**src/rtl/load_store_unit_pkg.sv**
```systemverilog
// Shared types and encodings for the load/store unit.
// funct3 codes, FSM states and the legality helper.
package load_store_unit_pkg;

    localparam int LSU_DATA_WIDTH = 32;

    localparam logic [2:0] F3_LB  = 3'b000;
    localparam logic [2:0] F3_LH  = 3'b001;
    localparam logic [2:0] F3_LW  = 3'b010;
    localparam logic [2:0] F3_LBU = 3'b100;
    localparam logic [2:0] F3_LHU = 3'b101;

    typedef enum logic [1:0] {
        IDLE,
        REQ,
        WAIT,
        DONE
    } lsu_state_e;

    // Unsigned variants exist only for loads.
    function automatic logic lsu_legal(
        input logic [2:0] f3,
        input logic [1:0] a,
        input logic       st
    );
        logic ok;
        ok = 1'b0;
        case (f3)
            F3_LB:   ok = 1'b1;
            F3_LH:   ok = ~a[0];
            F3_LW:   ok = (a == 2'b00);
            F3_LBU:  ok = ~st;
            F3_LHU:  ok = ~st & ~a[0];
            default: ok = 1'b0;
        endcase
        return ok;
    endfunction

endpackage

```
**src/rtl/load_store_unit_if.sv**
```systemverilog
// Word-aligned memory bus between the LSU and data memory.
// Request channel with valid/ready, response with valid only.
interface load_store_unit_if;
    import load_store_unit_pkg::*;

    logic                      mem_req_valid;
    logic                      mem_req_ready;
    logic [LSU_DATA_WIDTH-1:0] mem_addr;
    logic                      mem_we;
    logic [3:0]                mem_wstrb;
    logic [LSU_DATA_WIDTH-1:0] mem_wdata;
    logic                      mem_rsp_valid;
    logic [LSU_DATA_WIDTH-1:0] mem_rdata;

    modport master (
        output mem_req_valid, mem_addr, mem_we,
        output mem_wstrb, mem_wdata,
        input  mem_req_ready, mem_rsp_valid, mem_rdata
    );

    modport slave (
        input  mem_req_valid, mem_addr, mem_we,
        input  mem_wstrb, mem_wdata,
        output mem_req_ready, mem_rsp_valid, mem_rdata
    );

endinterface

```
**src/rtl/load_store_unit_load_extend.sv**
```systemverilog
// Picks the addressed byte/half out of a bus word
// and sign- or zero-extends it per funct3.
module load_extend
    import load_store_unit_pkg::*;
(
    input  logic [31:0] mem_rdata_i,
    input  logic [1:0]  addr_i,
    input  logic [2:0]  funct3_i,
    output logic [31:0] data_o
);

    logic [7:0]  b;
    logic [15:0] h;

    always_comb begin
        b = mem_rdata_i[7:0];
        case (addr_i)
            2'd1:    b = mem_rdata_i[15:8];
            2'd2:    b = mem_rdata_i[23:16];
            2'd3:    b = mem_rdata_i[31:24];
            default: b = mem_rdata_i[7:0];
        endcase
        h = addr_i[1] ? mem_rdata_i[31:16] : mem_rdata_i[15:0];
    end

    always_comb begin
        data_o = '0;
        case (funct3_i)
            F3_LB:   data_o = {{24{b[7]}}, b};
            F3_LH:   data_o = {{16{h[15]}}, h};
            F3_LW:   data_o = mem_rdata_i;
            F3_LBU:  data_o = {24'd0, b};
            F3_LHU:  data_o = {16'd0, h};
            default: data_o = '0;
        endcase
    end

endmodule

```
**src/rtl/load_store_unit.sv**
```systemverilog
// MEM-stage load/store unit: checks alignment, issues one bus
// transaction per access and stalls the pipe until it completes.
module load_store_unit
    import load_store_unit_pkg::*;
#(
    parameter int DATA_WIDTH = LSU_DATA_WIDTH
) (
    input  logic                  clk,
    input  logic                  rst,
    input  logic [DATA_WIDTH-1:0] ALUResultM,
    input  logic [DATA_WIDTH-1:0] WriteDataM,
    input  logic                  MemWriteM,
    input  logic                  MemReadM,
    input  logic [2:0]            AddressingControlM,
    output logic [DATA_WIDTH-1:0] ReadDataM,
    output logic                  StallM,
    output logic                  AccessFaultM,
    load_store_unit_if.master     mem
);

    lsu_state_e state_q, state_d;

    logic [31:0] addr_q, addr_d;
    logic [31:0] wd_q, wd_d;
    logic [31:0] result_q, result_d;
    logic [2:0]  f3_q, f3_d;
    logic        store_q, store_d;

    logic        start;
    logic        legal;
    logic [31:0] ext;

    assign start = MemReadM | MemWriteM;
    assign legal = lsu_legal(AddressingControlM, ALUResultM[1:0], MemWriteM);

    load_extend u_ext (
        .mem_rdata_i (mem.mem_rdata),
        .addr_i      (addr_q[1:0]),
        .funct3_i    (f3_q),
        .data_o      (ext)
    );

    always_ff @(posedge clk) begin
        if (rst) begin
            state_q  <= IDLE;
            addr_q   <= '0;
            wd_q     <= '0;
            result_q <= '0;
            f3_q     <= '0;
            store_q  <= 1'b0;
        end else begin
            state_q  <= state_d;
            addr_q   <= addr_d;
            wd_q     <= wd_d;
            result_q <= result_d;
            f3_q     <= f3_d;
            store_q  <= store_d;
        end
    end

    always_comb begin
        state_d  = state_q;
        addr_d   = addr_q;
        wd_d     = wd_q;
        result_d = result_q;
        f3_d     = f3_q;
        store_d  = store_q;
        unique case (state_q)
            IDLE: begin
                if (start && legal) begin
                    state_d  = REQ;
                    addr_d   = ALUResultM;
                    wd_d     = WriteDataM;
                    f3_d     = AddressingControlM;
                    store_d  = MemWriteM;
                    result_d = '0;
                end
            end
            REQ: begin
                if (mem.mem_req_ready)
                    state_d = store_q ? DONE : WAIT;
            end
            WAIT: begin
                if (mem.mem_rsp_valid) begin
                    result_d = ext;
                    state_d  = DONE;
                end
            end
            DONE: state_d = IDLE;
        endcase
    end

    always_comb begin
        mem.mem_req_valid = 1'b0;
        mem.mem_addr      = {addr_q[31:2], 2'b00};
        mem.mem_we        = 1'b0;
        mem.mem_wstrb     = 4'b0000;
        mem.mem_wdata     = '0;
        StallM            = 1'b0;
        AccessFaultM      = 1'b0;
        ReadDataM         = '0;
        unique case (state_q)
            IDLE: begin
                StallM       = start & legal;
                AccessFaultM = start & ~legal;
            end
            REQ: begin
                StallM            = 1'b1;
                mem.mem_req_valid = 1'b1;
                mem.mem_we        = store_q;
                // Replicate store data so every enabled lane sees it.
                if (store_q) begin
                    case (f3_q)
                        F3_LB: begin
                            mem.mem_wstrb = 4'b0001 << addr_q[1:0];
                            mem.mem_wdata = {4{wd_q[7:0]}};
                        end
                        F3_LH: begin
                            mem.mem_wstrb = 4'b0011 << addr_q[1:0];
                            mem.mem_wdata = {2{wd_q[15:0]}};
                        end
                        F3_LW: begin
                            mem.mem_wstrb = 4'b1111;
                            mem.mem_wdata = wd_q;
                        end
                        default: ;
                    endcase
                end
            end
            WAIT: StallM = 1'b1;
            DONE: ReadDataM = result_q;
        endcase
    end

endmodule
```
**src/flat_wrapper.sv**
```systemverilog
// flat-port wrapper written by rule: the top's interface ports become plain ports
module load_store_unit_flat import load_store_unit_pkg::*;
#(
    parameter int DATA_WIDTH = LSU_DATA_WIDTH
)
  (clk, rst, ALUResultM, WriteDataM, MemWriteM, MemReadM, AddressingControlM, ReadDataM, StallM, AccessFaultM, mem_mem_req_valid, mem_mem_addr, mem_mem_we, mem_mem_wstrb, mem_mem_wdata, mem_mem_req_ready, mem_mem_rsp_valid, mem_mem_rdata);
  load_store_unit_if mem_i ();
  input  logic clk;
  input  logic rst;
  input  logic [DATA_WIDTH-1:0] ALUResultM;
  input  logic [DATA_WIDTH-1:0] WriteDataM;
  input  logic MemWriteM;
  input  logic MemReadM;
  input  logic [2:0] AddressingControlM;
  output logic [DATA_WIDTH-1:0] ReadDataM;
  output logic StallM;
  output logic AccessFaultM;
  output wire logic [$bits(mem_i.mem_req_valid)-1:0] mem_mem_req_valid;
  output wire logic [$bits(mem_i.mem_addr)-1:0] mem_mem_addr;
  output wire logic [$bits(mem_i.mem_we)-1:0] mem_mem_we;
  output wire logic [$bits(mem_i.mem_wstrb)-1:0] mem_mem_wstrb;
  output wire logic [$bits(mem_i.mem_wdata)-1:0] mem_mem_wdata;
  input wire logic [$bits(mem_i.mem_req_ready)-1:0] mem_mem_req_ready;
  input wire logic [$bits(mem_i.mem_rsp_valid)-1:0] mem_mem_rsp_valid;
  input wire logic [$bits(mem_i.mem_rdata)-1:0] mem_mem_rdata;
  assign mem_mem_req_valid = mem_i.mem_req_valid;
  assign mem_mem_addr = mem_i.mem_addr;
  assign mem_mem_we = mem_i.mem_we;
  assign mem_mem_wstrb = mem_i.mem_wstrb;
  assign mem_mem_wdata = mem_i.mem_wdata;
  assign mem_i.mem_req_ready = mem_mem_req_ready;
  assign mem_i.mem_rsp_valid = mem_mem_rsp_valid;
  assign mem_i.mem_rdata = mem_mem_rdata;
  load_store_unit #(.DATA_WIDTH(DATA_WIDTH)) u_core (.clk(clk), .rst(rst), .ALUResultM(ALUResultM), .WriteDataM(WriteDataM), .MemWriteM(MemWriteM), .MemReadM(MemReadM), .AddressingControlM(AddressingControlM), .ReadDataM(ReadDataM), .StallM(StallM), .AccessFaultM(AccessFaultM), .mem(mem_i));
endmodule
```
**config.mk**
```make
export PLATFORM = sky130hd
export DESIGN_NAME = load_store_unit_flat
export DESIGN_NICKNAME = d
export VERILOG_FILES = /design/src/rtl/load_store_unit_pkg.sv /design/src/rtl/load_store_unit_if.sv /design/src/rtl/load_store_unit_load_extend.sv /design/src/rtl/load_store_unit.sv /design/src/flat_wrapper.sv
export SDC_FILE = /design/constraint.sdc
export NUM_CORES = 1
export LEC_CHECK = 0
export ABC_AREA = 1
export CAP_MARGIN = 30
export CORE_MARGIN = 2
export CORE_UTILIZATION = 43
export DETAILED_ROUTE_END_ITERATION = 10
export DONT_BUFFER_PORTS = 1
export SYNTH_ARGS = -nofsm -noshare
export SYNTH_HDL_FRONTEND = slang
export SYNTH_HIERARCHICAL = 1
export SYNTH_SLANG_ARGS = --single-unit
```
**constraint.sdc**
```tcl
create_clock -name clk -period 3.3 [get_ports clk]
set_clock_uncertainty 0.1 [all_clocks]
set_input_delay 0.825 -clock clk [delete_from_list [all_inputs] [get_ports clk]]
set_output_delay 0.825 -clock clk [all_outputs]
set_load 0.005 [all_outputs]
```
=== Word level (Yosys, flattened, before mapping) ===
Index checks and enable logic that the tools add are counted.

* Input bits: 105
* Memories kept: 0
* Latch bits: 0
* Bits in read-only memories: 0
* Register bits: 102
* Memory bits (writable): 0
* Output and inout bits: 104

* Magnitude comparators: 0
* Reductions and logical operators: 10
* Multiply operators: 0
* Shifts and indexed selects: 2
* Equal/unequal tests: 17
* Div/mod/pow operators: 0
* Bitwise operators: 7
* Mux-type cells: 23
* $add $sub $neg: 0

{| class="wikitable"
|+ Operators with widths
! cell !! number
|-
| 32-bit two-way mux || 5
|-
| 32-bit one-hot mux with 5 select lines || 1
|-
| 32-bit one-hot mux with 3 select lines || 1
|-
| 32-bit one-hot mux with 2 select lines || 1
|-
| 8-bit one-hot mux with 3 select lines || 1
|-
| 16-bit two-way mux || 1
|-
| 3-bit == test (second input constant) || 4
|-
| 4-bit one-hot mux with 3 select lines || 1
|-
| 2-bit == test (second input constant) || 4
|-
| 4-bit two-way mux || 2
|-
| 2-bit one-hot mux with 4 select lines || 1
|-
| 3-bit by 1-bit == test with 1-bit output (second input constant) || 2
|-
| 3-bit by 2-bit == test with 1-bit output (second input constant) || 2
|-
| 3-bit zero test || 2
|-
| 2-bit two-way mux || 3
|-
| 3-bit AND reduction || 2
|-
| 1-bit one-hot mux with 5 select lines || 1
|-
| 2-bit by 1-bit == test with 1-bit output (second input constant) || 2
|-
| 2-bit zero test || 2
|-
| 1-bit two-way mux || 4
|-
| 2-bit != test (second input constant) || 2
|-
| 1-bit by 2-bit left shift with 4-bit output (first input constant) || 1
|-
| 2-bit by 2-bit left shift with 4-bit output (first input constant) || 1
|-
| 1-bit AND || 3
|-
| other kinds (8) || 10
|}

=== Logic depth before layout (Yosys ltp) ===
Gate-level depths: netlist of run 1.

* Depth after elaboration: 6
* Depth in mapped cells: 11
* Depth with buffers taken out: 10

=== Cells and area by module ===
The synthesis of run 1 kept the hierarchy.

{| class="wikitable"
|+ By module, submodules not included
! module !! cells each !! times used !! area an instance (um^2) !! seq. area each (um^2)
|-
| load_store_unit || 700 || 1 || 4,954.8 || 2,042.0
|-
| load_extend || 255 || 1 || 1,079.8 || 0.0
|}

=== Worst setup path after synthesis of run 1 ===
Ideal clock, no wire load.

* Kind: in2out
* From: input ALUResultM[1]
* To: output StallM
* Data required time: 2.375 ns
* Slack: 0.773 ns
* Data arrival time: 1.602 ns
* Stages on the path: 8
* Path through: nor2_1 > nand2_1 > nand2_2 > nand4_4 > inv_2 > buf_2 > nor2_1 > nor2_1

* Longest elaborated chain between the ends: 4

{| class="wikitable"
|+ RTL lines
! element !! line !! text
|-
| start, declared || flat_wrapper.sv:10 || <nowiki>input logic [DATA_WIDTH-1:0] ALUResultM;</nowiki>
|-
| 2-bit zero test || load_store_unit_pkg.sv:31 || <nowiki>F3_LW: ok = (a == 2'b00);</nowiki>
|-
| 1-bit one-hot mux with 5 select lines || load_store_unit_pkg.sv:28 || <nowiki>case (f3)</nowiki>
|-
| 1-bit AND || load_store_unit.sv:104 || <nowiki>StallM = start & legal;</nowiki>
|-
| 1-bit one-hot mux with 2 select lines || load_store_unit.sv:102 || <nowiki>unique case (state_q)</nowiki>
|-
| end, declared || flat_wrapper.sv:16 || <nowiki>output logic StallM;</nowiki>
|}

Every way passes these cells.

=== Final worst setup path of run 1 ===
* From: register u_core.state_q[1]
* To: output mem_mem_wdata[22]

* Longest elaborated chain between the ends: 2

{| class="wikitable"
|+ RTL lines
! element !! line !! text
|-
| start, declared || load_store_unit.sv:21 || <nowiki>lsu_state_e state_q, state_d;</nowiki>
|-
| start signal, assigned || load_store_unit.sv:52 || <nowiki>state_q <= state_d;</nowiki>
|-
| 2-bit by 1-bit == test with 1-bit output || load_store_unit.sv:102 ||
|-
| 32-bit two-way mux || load_store_unit.sv:102 ||
|-
| end, declared || flat_wrapper.sv:22 || <nowiki>output wire logic [$bits(mem_i.mem_wdata)-1:0] mem_mem_wdata;</nowiki>
|}

Every way passes these cells.

==> results of run 1 <==
[metal layers]
layer  vias up  global-route usage  share of wire
met3        13              0.0888          0.094
met4         0              0.0460          0.010
met2       179               0.338           0.46
met1      2455               0.268           0.44
li1       2809                   -              -
met5         -                   0              0
[stage by stage]
stage	total power [mW]	hold slack (ps)	cell area, um^2	instances
2_1_floorplan	2.88	330	6040	956
4_1_cts	4.06	359	6030	1070
3_5_place_dp	2.99	347	5740	1054
6_report	4.00	355	6030	1070
5_1_grt	4.33	375	6030	1070
3_3_place_gp	2.99	343	5740	1054
[registers in the layout, indices dropped and copies added, names as in the netlist]
signal           count
u_core/result_q     32
u_core/state_q       2
u_core/addr_q       32
u_core/f3_q          3
u_core/store_q       1
u_core/wd_q         32
[power by group through the flow]
stage | clock network [mW] | registers, mW | logic, mW
finish | 1.05 | 1.54 | 1.41
global route | 1.14 | 1.56 | 1.63
CTS | 1.09 | 1.54 | 1.43
detailed placement | 0 | 1.57 | 1.42
global placement | 0 | 1.57 | 1.42
floorplan | 0 | 1.52 | 1.37
[final cells by class]
type                            count  area (um^2)  share of cell area
Multi-Input combinational cell    621         2860               0.474
Sequential cell                   102         2040               0.338
Inverter                          141          542              0.0898
Clock buffer                        9          225              0.0373
Tap cell                          180          225              0.0373
Timing Repair Buffer               10         75.1              0.0124
Clock inverter                      7         67.6              0.0112
[cell families (layout without fill, tap and decap cells)]
kind of cell | Yosys count | after routing | synth area share
AOI/OAI and AO/OA | 178 | 178 | 0.152
and+or+nand+nor | 437 | 437 | 0.312
other | 1 | 2 | 0.000621
DFF | 102 | 102 | 0.338
buffers and inverters | 233 | 167 | 0.189
adders and majority gates | 4 | 4 | 0.00829
[layout by cell type (no fill, tap or decap)]
master,n
a21oi_1,72
and3_1,1
buf_4,10
clkbuf_16,9
clkinv_2,1
clkinv_4,2
clkinv_8,1
conb_1,2
dfxtp_1,102
ha_1,4
inv_1,135
inv_2,2
inv_4,3
inv_6,3
inv_8,1
nand2_1,239
nand2_2,10
nand2_4,2
nand3_1,26
nand3_2,1
nand3_4,1
nand4_1,33
nand4_4,1
nor2_1,115
nor2_2,1
nor2_4,1
nor3_4,2
o211ai_1,1
o21ai_0,87
o21ai_1,8
o21ai_4,1
o21bai_1,1
o22ai_1,8
or2_2,3
or2_4,1
[final timing paths]
path                                         from                  end  slack [ps]
worst max-delay path            u_core/state_q[1]    mem_mem_wdata[22]         350
worst min-delay path              u_core/wd_q[18]      u_core/wd_q[18]         360
worst max register to register     u_core/f3_q[1]  u_core/result_q[20]        1080
worst min register to register    u_core/wd_q[18]      u_core/wd_q[18]         360
[Yosys cell counts, drive strengths merged]
cell type / number / area [um^2]
nand2: 251 / 982
inv: 141 / 542
nor2: 117 / 449
dfxtp: 102 / 2040
o21ai: 96 / 492
a21oi: 72 / 360
buf: 65 / 494
nand4: 34 / 228
nand3: 28 / 158
clkbuf: 27 / 103
o22ai: 8 / 50.1
ha: 4 / 50.1
or2: 4 / 27.5
nor3: 2 / 32.5
and3: 1 / 6.26
conb: 1 / 3.75
o211ai: 1 / 7.51
o21bai: 1 / 7.51
[worst max-delay path: stages, from the launching register on]
cell	delay, ps
dfxtp_1	340
inv_1	100
ha_1	240
nand2_1	140
inv_1	200
nand3_1	320
nor2_1	190
a21oi_1	60
inv_1	90
==> reports/metrics.csv, run 1 <==
stage,metric,value,unit
outcome,status,"complete, no violations",
route,via_per_inst,5.10,
timing,slew_headroom,0.400,
route,routed_wl,16.0,mm
floorplan,start_util,0.438,
floorplan,dieArea,15000,um^2
min_path,hold_depth,2,
setup_path,startpoint_type,register,
floorplan,ios,209,
global_route,grt-ovfl-total,0,
clocking,clkLatencyLatePin,360,ps
setup_path,crit_arrival,2030,ps
final_layout,areaGrowthSynthToFinish,0.0000331,%
pwr,leakagePower,2.94,nW
timing,hold_viol_final,0,
floorplan,num_rows,43,
clocking,holdBufCountCts,0,
floorplan,die-width,122,um
timing,period_share,0.895,
pwr,p_per_area,663,nW/um^2
synthesis,avgSynthCellArea,6.32,um^2
place,hpwl,11.4,mm
route,drc_errors,0,
pwr,switching_share,0.415,
min_path,hp-class,reg -> reg,
clocking,clk_path_buf_depth,2,
synthesis,synth_warnings,6,
global_route,grt_pass1_wl,24.9,mm
final_layout,diodes,0,
clocking,h-tree-depth,3,
setup_path,critical_path_class,reg -> out,
route,wire_per_inst,15.0,um
clocking,cts-root-buf,clkbuf_16,
pwr,pwr-share-comb,0.353,
timing,layout_setup_ws,346,ps
pwr,p_clk_frac,0.263,
clocking,post_cts_resized,0,
route,ant_nets,0,
setup_path,r2r_cells,9,
global_route,track_usage,0.212,
pwr,p_switching,1.66,mW
global_route,antenna_found_initial,0,
clocking,cts_tree,built,
final_layout,fin_util,0.438,
setup_path,end_kind,output port,
timing,grt_setup_unrepaired,false,
place,pre_cts_ws,725,ps
timing,max_freq,339,MHz
synthesis,netlist_instances,955,
pwr,p_int,2.34,mW
synthesis,syn_area,6030,um^2
synthesis,ys_ff_latch,102,
global_route,grt_max_degree,96,
timing,finalSetupViolations,0,
place,gp_congestion,0.887,
floorplan,design.core.area,13800,um^2
place,place.port_buffers,0,
route,drt_iter0_drc,405,
synthesis,synth_cell_type_count,36,
run,drv_cap,0,
floorplan,die_h,122,um
final_layout,final_nets,994,
route,via_count,5456,
setup_path,worstPathRequired,2370,ps
clocking,cts_buffers,9,
clocking,cts.sinks,102,
clocking,post_cts_buffers,0,
timing,worst_pin_slew,898,ps
final_layout,drive_gt1_frac,0.0629,
timing,drv_slew,0,
clocking,path_clk_slew,80,ps
pwr,power_frac_seq,0.384,
final_layout,num-fill-cells,1577,
route,first_pass_iters,5,
pwr,peakVddDrop,0.379,mV
timing,tns,0,ps
global_route,grt_pass1_vias,4836,
setup_path,worstPathMaxFanout,8,
synthesis,yosysSeqAreaShare,0.338,
timing,finalCriticalPeriod,2950,ps
No activity file was read; power rests on OpenSTA's default activity.
==> run 2, diff against run 1 <==
--- a/config.mk
+++ b/config.mk
@@ -8,7 +8,7 @@
 export ABC_AREA = 1
 export CAP_MARGIN = 30
 export CORE_MARGIN = 2
-export CORE_UTILIZATION = 43
+export CORE_UTILIZATION = 50
 export DETAILED_ROUTE_END_ITERATION = 10
 export DONT_BUFFER_PORTS = 1
 export SYNTH_ARGS = -nofsm -noshare
==> run 2 against run 1 <==
Compared with the run above:
- count of clock-buffer cells in the layout up 1
- non-clock buffer count down 2
- maximum frequency up 0.29%
- sequential power about the same
- critical path type unchanged
- critical endpoint unchanged
==> reports/metrics.csv, run 2 (synthesized netlist as in run 1, its figures left out) <==
stage,metric,value,unit
outcome,status,"complete, no violations",
final_layout,instances_no_fill,1035,
timing,max_freq,340,MHz
place,place.port_buffers,0,
setup_path,worstPathMaxFanout,8,
run,drv_cap,0,
final_layout,top_regs,"u_core/addr_q (32), u_core/result_q (32), u_core/wd_q (32)",
place,hpwl,11.5,mm
clocking,path_clk_slew,70,ps
floorplan,start_util,0.507,
global_route,antenna_found_initial,0,
place,pre_cts_ws,711,ps
clocking,h-tree-depth,3,
setup_path,end_kind,output port,
setup_path,critical_path_class,reg -> out,
final_layout,fin_area,5960,um^2
global_route,track_usage,0.242,
floorplan,design.core.area,11900,um^2
timing,tns,0,ps
clocking,clk_path_buf_depth,2,
setup_path,crit_arrival,2020,ps
timing,grt_setup_unrepaired,false,
timing,layout_setup_ws,355,ps
clocking,post_cts_buffers,0,
place,gp_congestion,0.924,
route,via_count,5610,
route,drt_iter0_drc,318,
global_route,grt_pass1_wl,25.2,mm
final_layout,diodes,0,
final_layout,final_common_cell,nand2_1,
floorplan,die_h,114,um
timing,timing.hold.ws,355,ps
clocking,post_cts_resized,0,
route,ant_nets,0,
route,via_per_inst,5.42,
timing,period_share,0.892,
route,drc_errors,0,
setup_path,worstPathRequired,2370,ps
global_route,grt_max_degree,96,
pwr,total_power,3.96,mW
route,first_pass_iters,6,
pwr,leakagePower,2.91,nW
final_layout,areaGrowthSynthToFinish,-1.20,%
global_route,grt_pass1_vias,5216,
floorplan,dieArea,13000,um^2
timing,finalSetupViolations,0,
place,dp.cells,1019,
clocking,cts-root-buf,clkbuf_16,
floorplan,ios,209,
timing,worst_pin_slew,918,ps
setup_path,startpoint_type,register,
route,wire_per_inst,15.4,um
timing,slew_headroom,0.387,
pwr,p_per_area,665,nW/um^2
timing,hold_viol_final,0,
clocking,cts_buffers,9,
pwr,peakVddDrop,0.375,mV
floorplan,num_rows,40,
route,routed_wl,16.0,mm
place,dpl-instance-area,5690,um^2
floorplan,die-width,114,um
min_path,hp-class,reg -> reg,
final_layout,fin_util,0.501,
clocking,clkLatencyLatePin,340,ps
final_layout,final_nets,992,
timing,finalCriticalPeriod,2950,ps
final_layout,layout_common_cells,"nand2_1 (239), inv_1 (135), nor2_1 (115), dfxtp_1 (102), o21ai_0 (87)",
clocking,holdBufCountCts,0,
final_layout,drive_gt1_frac,0.0597,
timing,drv_slew,0,
clocking,cts_tree,built,
clocking,cts.sinks,102,
global_route,grt-ovfl-total,0,
[run 2: final cells by class]
cell class                 instances  area, um^2
timing repair buffer               8        60.1
sequential                       102        2040
multi-input combinational        621        2860
fill                            1287        5950
clock inverter                     6        47.5
clock buffer                      10         229
inverter                         141         542
tap                              147         184
[run 2: critical path: stages, from the launching register on]
cell     delay [ps]
dfxtp_1         340
inv_1           100
ha_1            260
nand2_1         150
inv_1           200
nand3_1         300
nor2_1          180
a21oi_1          50
inv_1            90
[run 2: worst paths after layout]
path                          to              start  slack [ps]  cells past startpoint
max            mem_mem_wdata[22]  u_core/state_q[1]         350                      8
min              u_core/wd_q[20]    u_core/wd_q[20]         360                      2
max reg2reg  u_core/result_q[30]   u_core/addr_q[1]        1070                      9
min reg2reg      u_core/wd_q[20]    u_core/wd_q[20]         360                      2
[run 2: per-layer routing]
metal,global-route usage,share of wire,vias to the layer above
li1,-,-,2799
met1,0.304,0.43,2588
met2,0.397,0.46,201
met3,0.0712,0.088,22
met4,0.0886,0.018,0
met5,0,0,-
[run 2: report_power, final]
group	internal, mW	switching (mW)	leakage (nW)
registers	1.41	0.129	0.832
logic	0.396	1.03	1.95
clock network	0.517	0.482	0.127
total	2.33	1.64	2.91
==> run 3, diff against run 2 <==
==> constraint.sdc (replaced) <==
create_clock -name clk -period 3.3 [get_ports clk]
set_clock_uncertainty 0.1 [all_clocks]
set_input_delay 0.66 -clock clk [delete_from_list [all_inputs] [get_ports clk]]
set_output_delay 0.66 -clock clk [all_outputs]
set_load 0.005 [all_outputs]
==> run 3 against run 2 <==
Compared with the run above:
- global-route usage up 0.24 points
- clock power up 6%
- critical endpoint is now mem_mem_wdata[17]
- sequential power about the same
==> reports/metrics.csv, run 3 (synthesized netlist as in run 1, its figures left out) <==
stage,metric,value,unit
floorplan,design.core.area,11900,um^2
setup_path,crit_path_max_incr_delay,670,ps
global_route,met1_usage,0.301,
run,drv_cap,0,
route,routed_wl,15.8,mm
place,gp_congestion,0.923,
global_route,grt_use_met2,0.411,
setup_path,crit_arrival,2260,ps
min_path,hp-class,in -> reg,
route,via_count,5500,
setup_path,cp_top_family,simple AND/OR/NAND/NOR gates,
route,ant_nets,0,
clocking,clk_path_buf_depth,2,
pwr,leakagePower,2.92,nW
timing,tns,0,ps
timing,worst_pin_slew,908,ps
final_layout,drive_gt1_frac,0.0587,
timing,finalSetupViolations,0,
timing,hold_viol_final,0,
route,first_pass_iters,5,
floorplan,die_h,114,um
clocking,h-tree-depth,3,
pwr,p_per_area,671,nW/um^2
global_route,grt_pass1_wl,25.3,mm
clocking,holdBufCountCts,0,
route,drc_errors,0,
setup_path,end_kind,output port,
setup_path,path_cells,inv_1 -> nor2_1 -> nand2_1 -> nand2_2 -> inv_4 -> nand2_2 -> nand2_4 -> inv_6 -> nand2_1 -> o22ai_1,
final_layout,layout_common_cells,"nand2_1 (239), inv_1 (135), nor2_1 (115), dfxtp_1 (102), o21ai_0 (87)",
setup_path,critical_path_class,reg -> out,
final_layout,diodes,0,
final_layout,multi_input_area,2860,um^2
setup_path,crit_buf_inv,3,
setup_path,slowest_stage,dfxtp_1,
global_route,grt_busiest_layer,met2,
route,drt_iter0_drc,424,
clocking,clkLatencyLatePin,340,ps
final_layout,regArea,2040,um^2
clocking,cts.sinks,102,
final_layout,instances_no_fill,1033,
setup_path,worstPathMaxFanout,23,
route,via_per_inst,5.32,
timing,drv_slew,0,
global_route,grt_max_degree,96,
clocking,post_cts_buffers,0,
setup_path,startpoint_type,register,
final_layout,final_nets,991,
final_layout,final_common_cell,nand2_1,
final_layout,num-fill-cells,1296,
floorplan,die-width,114,um
outcome,status,"complete, no violations",
floorplan,ios,209,
route,wire_per_inst,15.3,um
global_route,grt_pass1_vias,5064,
floorplan,start_util,0.507,
clocking,cts_tree,built,
final_layout,areaGrowthSynthToFinish,-0.995,%
place,hpwl,11.6,mm
pwr,peakVddDrop,0.349,mV
timing,max_freq,331,MHz
final_layout,top_regs,"u_core/addr_q (32), u_core/result_q (32), u_core/wd_q (32)",
timing,grt_setup_unrepaired,false,
timing,slew_headroom,0.393,
global_route,track_usage,0.245,
timing,period_share,0.915,
clocking,path_clk_slew,70,ps
place,place.port_buffers,0,
setup_path,worstPathRequired,2540,ps
global_route,antenna_found_initial,0,
floorplan,dieArea,13000,um^2
timing,finalCriticalPeriod,3020,ps
global_route,grt-ovfl-total,0,
clocking,post_cts_resized,0,
floorplan,num_rows,40,
global_route,grt_util_met3,0.0792,
clocking,cts-root-buf,clkbuf_16,
place,dp.cells,1018,
clocking,cts_buffers,9,
==> run 3: cell count changes in the layout (fill, tap and decap cells not counted) <==
| cell | before | now |
|---|---|---|
| clkinvlp_4 | 3 | 0 |
| buf_4 | 8 | 7 |
| bufinv_16 | 0 | 1 |
| clkbuf_1 | 1 | 0 |
| clkbuf_8 | 0 | 1 |
| clkinv_2 | 1 | 2 |
| inv_6 | 1 | 2 |
| inv_8 | 1 | 0 |
==> run 3: power breakdown <==
| part | switching, mW | leakage (nW) | internal (mW) | total, mW |
|---|---|---|---|---|
| logic | 0.997 | 1.94 | 0.398 | 1.39 |
| registers | 0.136 | 0.832 | 1.41 | 1.55 |
| clock network | 0.459 | 0.149 | 0.606 | 1.06 |
==> run 3: worst paths after layout <==
check / startpoint / endpoint / slack, ps / cells past startpoint
setup reg to reg: u_core/f3_q[1] / u_core/result_q[26] / 1150 / 9
hold / removal: rst / u_core/result_q[29] / 280 / 1
setup / recovery: u_core/f3_q[0] / mem_mem_wdata[17] / 280 / 10
hold reg to reg: u_core/result_q[16] / u_core/result_q[16] / 360 / 2
==> run 3: stage by stage <==
step / hold slack [ps] / area, um^2 / setup slack (ps) / util / power, mW
2_1_floorplan: 330 / 6040 / 1100 / - / 2.88
3_3_place_gp: 343 / 5680 / 703 / 0.477 / 2.96
3_5_place_dp: 346 / 5680 / 646 / 0.477 / 2.99
4_1_cts: 263 / 5970 / 271 / 0.502 / 4.06
5_1_grt: 266 / 5970 / 22.8 / 0.502 / 4.32
6_report: 280 / 5970 / 281 / 0.502 / 4.01
==> run 3: layer usage <==
metal | part of all wire | routed length [um] | vias to the layer above
met5 | 0 | 0 | -
met4 | 0.013 | 212 | 0
met2 | 0.48 | 7620 | 177
li1 | - | - | 2801
met1 | 0.42 | 6600 | 2507
met3 | 0.088 | 1400 | 15
==> run 3: layout make-up <==
type	count	share of cell area
inverters	141	0.0907
repair buffers	7	0.00880
well taps	147	0.0308
multi-input cells	621	0.478
flip-flops and latches	102	0.342
clock buffers	10	0.0400
clock inverters	5	0.00963
